`config.mk`:
```
export PLATFORM = sky130hd
export DESIGN_NAME = alu_ctrl_seq
export DESIGN_NICKNAME = d
export VERILOG_FILES = /design/src/rtl/alu_ctrl_seq.sv
export SDC_FILE = /design/constraint.sdc
export NUM_CORES = 1
export LEC_CHECK = 0
export ABC_AREA = 1
export CORE_AREA = 2 2 39 41
export DETAILED_ROUTE_END_ITERATION = 16
export DIE_AREA = 0 0 41 43
export PLACE_DENSITY = 0.74
export RECOVER_POWER = 100
export SLEW_MARGIN = 40
export SYNTH_ARGS = -nofsm -noshare
export SYNTH_HDL_FRONTEND = slang
export SYNTH_SLANG_ARGS = --single-unit
```
`constraint.sdc`:
```
create_clock -name clk -period 1.25 [get_ports clk]
set_clock_uncertainty 0.05 [all_clocks]
set_input_delay 0.25 -clock clk [delete_from_list [all_inputs] [get_ports clk]]
set_output_delay 0.25 -clock clk [all_outputs]
set_load 0.1 [all_outputs]
```
`src/rtl/alu_ctrl_seq.sv`:
```
// ALU control sequencer: issues an optional address-calculation step followed by one
// execute step per accepted request, then returns to idle with a single-cycle done pulse.
module alu_ctrl_seq #(
  parameter int unsigned          CTRL_W    = 4,
  parameter logic [CTRL_W-1:0]    NOP_CODE  = 4'b0000,
  parameter logic [CTRL_W-1:0]    MOV_CODE  = 4'b0001,
  parameter logic [CTRL_W-1:0]    INC_CODE  = 4'b0010,
  parameter logic [CTRL_W-1:0]    DEC_CODE  = 4'b0011,
  parameter logic [CTRL_W-1:0]    ADDR_CODE = 4'b0100
) (
  input  logic              clk,
  input  logic              rst_n,
  input  logic              req,
  input  logic [CTRL_W-1:0] ctrl_in,
  input  logic              internal_mov_n,
  input  logic              address_mode_n,
  input  logic              internal_inc_dec_n,
  input  logic              internal_dec_n,
  input  logic              stall,
  output logic [CTRL_W-1:0] ctrl_out,
  output logic              busy,
  output logic              done
);

  typedef enum logic [1:0] {
    StIdle = 2'd0,
    StAddr = 2'd1,
    StExec = 2'd2
  } state_e;

  state_e            state_q, state_d;
  logic [CTRL_W-1:0] ctrl_q, ctrl_d;
  logic [CTRL_W-1:0] op_q, op_d;
  logic              busy_q, busy_d;
  logic              done_q, done_d;
  logic [CTRL_W-1:0] op_dec;

  // Priority decode of the mode inputs; inc/dec selects are ignored in normal mode.
  always_comb begin
    if (internal_mov_n) begin
      op_dec = ctrl_in;
    end else if (internal_inc_dec_n) begin
      op_dec = MOV_CODE;
    end else if (internal_dec_n) begin
      op_dec = INC_CODE;
    end else begin
      op_dec = DEC_CODE;
    end
  end

  always_comb begin
    state_d = state_q;
    ctrl_d  = ctrl_q;
    op_d    = op_q;
    done_d  = 1'b0;
    unique case (state_q)
      StIdle: begin
        ctrl_d = NOP_CODE;
        if (req) begin
          op_d = op_dec;
          if (!address_mode_n) begin
            state_d = StAddr;
            ctrl_d  = ADDR_CODE;
          end else begin
            state_d = StExec;
            ctrl_d  = op_dec;
          end
        end
      end
      StAddr: begin
        if (!stall) begin
          state_d = StExec;
          ctrl_d  = op_q;
        end
      end
      StExec: begin
        if (!stall) begin
          state_d = StIdle;
          ctrl_d  = NOP_CODE;
          done_d  = 1'b1;
        end
      end
      default: begin
        state_d = StIdle;
        ctrl_d  = NOP_CODE;
      end
    endcase
    busy_d = (state_d != StIdle);
  end

  always_ff @(posedge clk or negedge rst_n) begin
    if (!rst_n) begin
      state_q <= StIdle;
      ctrl_q  <= NOP_CODE;
      op_q    <= NOP_CODE;
      busy_q  <= 1'b0;
      done_q  <= 1'b0;
    end else begin
      state_q <= state_d;
      ctrl_q  <= ctrl_d;
      op_q    <= op_d;
      busy_q  <= busy_d;
      done_q  <= done_d;
    end
  end

  assign ctrl_out = ctrl_q;
  assign busy     = busy_q;
  assign done     = done_q;

endmodule

```
# Word level (Yosys, flattened, before mapping)
# Index checks and enable logic that the tools add are counted.
# Widths: inputs -> output; s select.
# word_totals
inputBits,12
memories,0
romBits,0
latchBits,0
regBits,12
wordCells,28
ramBits,0
# op_classes
magnitude_cmp,0
multipliers,0
muxes,15
bitwise_logic,0
eq_ne,4
n_reduce_logical,4
div_mod_pow,0
shift,0
n_addsub,0
# op_table
cell,n
$mux 4,5
$pmux 4 s3,1
$mux 2,5
$pmux 2 s3,1
$ne 2x2->1 const B,2
$reduce_and 2->1,2
$mux 1,3
$eq 2x1->1 const B,1
$eq 2x2->1 const B,1
$logic_not 2->1,1
$reduce_bool 2->1,1

# Longest topological paths before layout
# Gate-level depths: netlist (run 1).
# logic_depth
depth_word,6
depth_mapped,8

# Worst setup path before layout (run 1)
# Ideal clock, no wire load.
# synth_timing
path_type,reg2reg
start,reg ctrl_out[0] (netlist name)
end,reg ctrl_q[0] (netlist: ctrl_out[0])
synth_period_minus_slack_ns,1.206
slack_ns,0.044
t_required_ns,1.132
t_arrival_ns,1.088
path_stages_with_launch,3
path_cell_list,dfrtp_1 > nand2_1 > nand2_1
# synth_rtl
item,line_no,text
"end signal, assigned",100,ctrl_q <= ctrl_d;
"end, declared",32,"logic [CTRL_W-1:0] ctrl_q, ctrl_d;"

# Worst setup path in the final report (run 1)
# layout_timing
start,reg ctrl_q[1] (netlist: ctrl_out[1])
end,out ctrl_out[1]
# layout_rtl
item,line_no,text
"end, declared",20,"output logic [CTRL_W-1:0] ctrl_out,"
# No word-level cell between the ends.

==> run summary, run 1 <==
========================================================================================================
Outcome                                                                                     finished clean
H-tree depth                                                                                           1
Overall routed net length                                                                        1145 µm
Maximum clock path buffer count                                                                        2
Setup TNS                                                                                           0 ns
Post-Syn Nets                                                                                         82
Num ports                                                                                             18
Core area                                                                                       1384 µm²
Global-route wire length before repair                                                           1828 µm
Pin count of the biggest net entering global routing                                                  13
Crit Path Class                                                                                  reg2out
Gate count after technology mapping                                                                   70
Number of synthesized flops with an enable pin                                                         0
Number of optimization iterations in the first detailed-route pass                                     4
Instance area after placement                                                                  822.0 µm²
Clk network pwr share                                                                              16.6%
Violation count after the first detailed-routing iteration                                             6
Die footprint                                                                                   1763 µm²
RSZ-0062 raised after global routing                                                               false
Cell taking the most area after synthesis                                                   sky130_fd_sc_hd__dfrtp_1
Count of nets left with antenna violations after detail routing                                        0
Cells along the critical path                                                                      buf_6
Worst R2R Path Depth                                                                                   5
Clk Tree Root Cell                                                                          sky130_fd_sc_hd__clkbuf_4
Total non-filler cell area in the finished layout                                              813.3 µm²
Met2 usage in global routing                                                                      23.44%
Dominant cell by count in the synthesized netlist                                           sky130_fd_sc_hd__nand2_1
Most area-consuming cells after synthesis                                                   sky130_fd_sc_hd__dfrtp_1 (54%), sky130_fd_sc_hd__nand2_1 (21%), sky130_fd_sc_hd__nand2_2 (4.5%)
Sequential fraction of the synthesis area                                                         53.93%
Count of buffering cells on the critical path with inverters included                                  1
Detailed-route DRC error count                                                                         0
Share of post-route cells with drive strength above 1                                             23.66%
Num rows                                                                                              14
Met1 capacity usage during global routing                                                         18.77%
Highest Clock Rate                                                                             844.1 MHz
Maximum single-stage delay on the critical path                                                  0.37 ns
Nets@finish                                                                                          106
Lkg Pwr                                                                                        0.4158 nW
GRT Util Overall                                                                                  15.75%
Worst-margin pin slew                                                                          0.6347 ns
Met3 routing resource usage after global routing                                                  3.141%
Area growth from synthesis to layout                                                              46.07%
Vias in the first global route                                                                       467
Final core utilization                                                                            58.77%
Logic depth of the worst setup path including buffers                                                  1
P_sw                                                                                         0.0009081 W
Internal power component                                                                     0.0009631 W
Setup WS post-layout                                                                          0.06537 ns
Proportion of netlist area held by the largest area contributor                                   53.93%
Pwr dens                                                                                     2301 nW/µm²
Die Ht                                                                                             43 µm
Overall power consumption                                                                     0.001871 W
Total congestion overflow after global routing                                                         0
Top FF cell, synth                                                                          sky130_fd_sc_hd__dfrtp_1
Largest driver fanout on the critical path                                                             2
Ys Warns                                                                                               0
Number of antenna violations at the first check in global routing                                      0
Final setup violation count                                                                            0
Post-CTS clock slew at the launch and capture registers of the worst setup and hold paths        0.07 ns
Number of port buffers                                                                                17
Required time of the critical path                                                               0.95 ns
Top cell types by occurrence after synthesis                                                sky130_fd_sc_hd__nand2_1 (31), sky130_fd_sc_hd__dfrtp_1 (12), sky130_fd_sc_hd__o21ai_0 (5)
Die X-Extent                                                                                       41 µm
Async S/R FF share, synth                                                                         100.0%
Number of vias after detailed routing                                                                513
Library cell contributing the largest single delay on the critical path                     sky130_fd_sc_hd__dfrtp_1
Number of buffers added by the clock tree synthesis step                                               3
Gr busiest metal                                                                                    met2
Max-Slew Margin vs Limit                                                                          57.68%
Fin crit period                                                                                 1.185 ns
Cell area after technology mapping                                                             556.8 µm²
Relative contribution of sequential cells to total power                                           33.0%
GPL Wtd Cong                                                                                      0.8263
Number of diodes added for antenna fixing                                                              0
Switch share                                                                                      48.53%
Critical path capture point type                                                             output port
Final period util                                                                                 94.77%
CTS tree                                                                                            done
Routed vias/inst                                                                                   4.706
Hold/Removal Path Class                                                                         in2async
Part of the power in combinational logic                                                           50.4%
Worst slack, placed                                                                           -0.1438 ns
Clock Sink Count                                                                                      12
Count of final max-slew check failures                                                                 0
Number of different library cells in the post-synthesis netlist                                       14
Detail Placement HPWL                                                                           868.6 µm
CP arrival                                                                                       0.88 ns
Clock insertion delay at the later pin of the skew report                                        0.28 ns
Number of max-cap violations                                                                           0
Maximum VDD drop                                                                                1.154 mV
Top delay family on crit path                                                                 flip-flops
Wire length per cell after detailed routing                                                     10.50 µm
Initial standard-cell utilization of the core                                                     40.24%
Synthesized flop and latch total                                                                      12
Launching element type of the critical path                                                    flip-flop
Mean area per synthesized cell                                                                 7.954 µm²
Hold violation count in the final report                                                               0
========================================================================================================
[layout make-up]
type	count	area, µm²
multi-input cells	52	244.0
repair buffers	19	188.9
flip-flops and latches	12	301.5
fillers	144	570.5
inverters	6	22.52
clock buffers	4	36.28
well taps	16	20.02
[path summary, 6_finish.rpt]
| check | start | to | slack [ns] |
|---|---|---|---|
| min reg2reg | op_q[2] | op_q[2] | 0.45 |
| max in group asynchronous | rst_n | state_q[0] | 0.26 |
| max reg2reg | state_q[0] | ctrl_out[0] | 0.08 |
| min in group clk | op_q[2] | op_q[2] | 0.45 |
| min | rst_n | state_q[1] | 0.45 |
| max | ctrl_out[1] | ctrl_out[1] | 0.07 |
[registers in the layout (all words and copies together), names as in the netlist]
name      count
busy          1
state_q       2
done          1
ctrl_out      4
op_q          4
[power groups by stage]
stage / combinational [W] / sequential, W / clock [W]
3_3_place_gp: 0.00104 / 0.000635 / 0
4_1_cts: 0.00105 / 0.000630 / 0.000318
2_1_floorplan: 0.000246 / 0.00103 / 0
6_report: 0.000943 / 0.000618 / 0.000310
3_5_place_dp: 0.00105 / 0.000638 / 0
5_1_grt: 0.00101 / 0.000632 / 0.000324
[kinds of logic after synthesis]
kind of cell	share of synthesized area, %
simple gates	33.26
compound gates	8.765
flops	53.93
buf+inv	4.045
[metal layers]
layer	share of wire, %	vias up	wire length (µm)
li1	-	268	-
met1	44	222	504
met2	46	18	530
met3	5.6	5	64
met4	3.9	0	45
met5	0	-	0
[cell usage in the layout, fill, tap and decap left out]
cell type,n
sky130_fd_sc_hd__or2_1,1
sky130_fd_sc_hd__nor3_1,1
sky130_fd_sc_hd__o21ai_2,1
sky130_fd_sc_hd__o211ai_1,1
sky130_fd_sc_hd__clkbuf_4,3
sky130_fd_sc_hd__dfrtp_1,11
sky130_fd_sc_hd__nor2_1,3
sky130_fd_sc_hd__inv_1,2
sky130_fd_sc_hd__clkdlybuf4s50_1,10
sky130_fd_sc_hd__nand2_1,31
sky130_fd_sc_hd__inv_2,4
sky130_fd_sc_hd__dfrtp_2,1
sky130_fd_sc_hd__dlygate4sd3_1,1
sky130_fd_sc_hd__nand2_2,3
sky130_fd_sc_hd__clkbuf_8,1
sky130_fd_sc_hd__nand3_1,3
sky130_fd_sc_hd__buf_4,1
sky130_fd_sc_hd__buf_6,6
sky130_fd_sc_hd__nor2_4,1
sky130_fd_sc_hd__o21ai_1,1
sky130_fd_sc_hd__clkbuf_1,1
sky130_fd_sc_hd__o21ai_0,4
sky130_fd_sc_hd__nand2_4,1
sky130_fd_sc_hd__o21bai_1,1
[repair_timing]
action	4_1_cts	5_1_grt
endpoints found under the hold margin	0	0
gates resized for setup	0	5
buffers inserted	0	0
hold buffers	0	0
setup endpoints to repair	0	4
[per-stage QoR]
step	hold slack [ns]	instances
floorplan	-0.09559	70
global placement	0.4202	105
detailed placement	0.4271	105
CTS	0.2226	109
global route	0.4591	109
finish	0.4451	109
Note: power is estimated with default switching activity, not from simulation.
==> run 2, diff against run 1 <==
Settings changed: CAP_MARGIN set to 40.
==> results of run 2 <==
Final layout, timing and power as in run 1 (identical DEF).
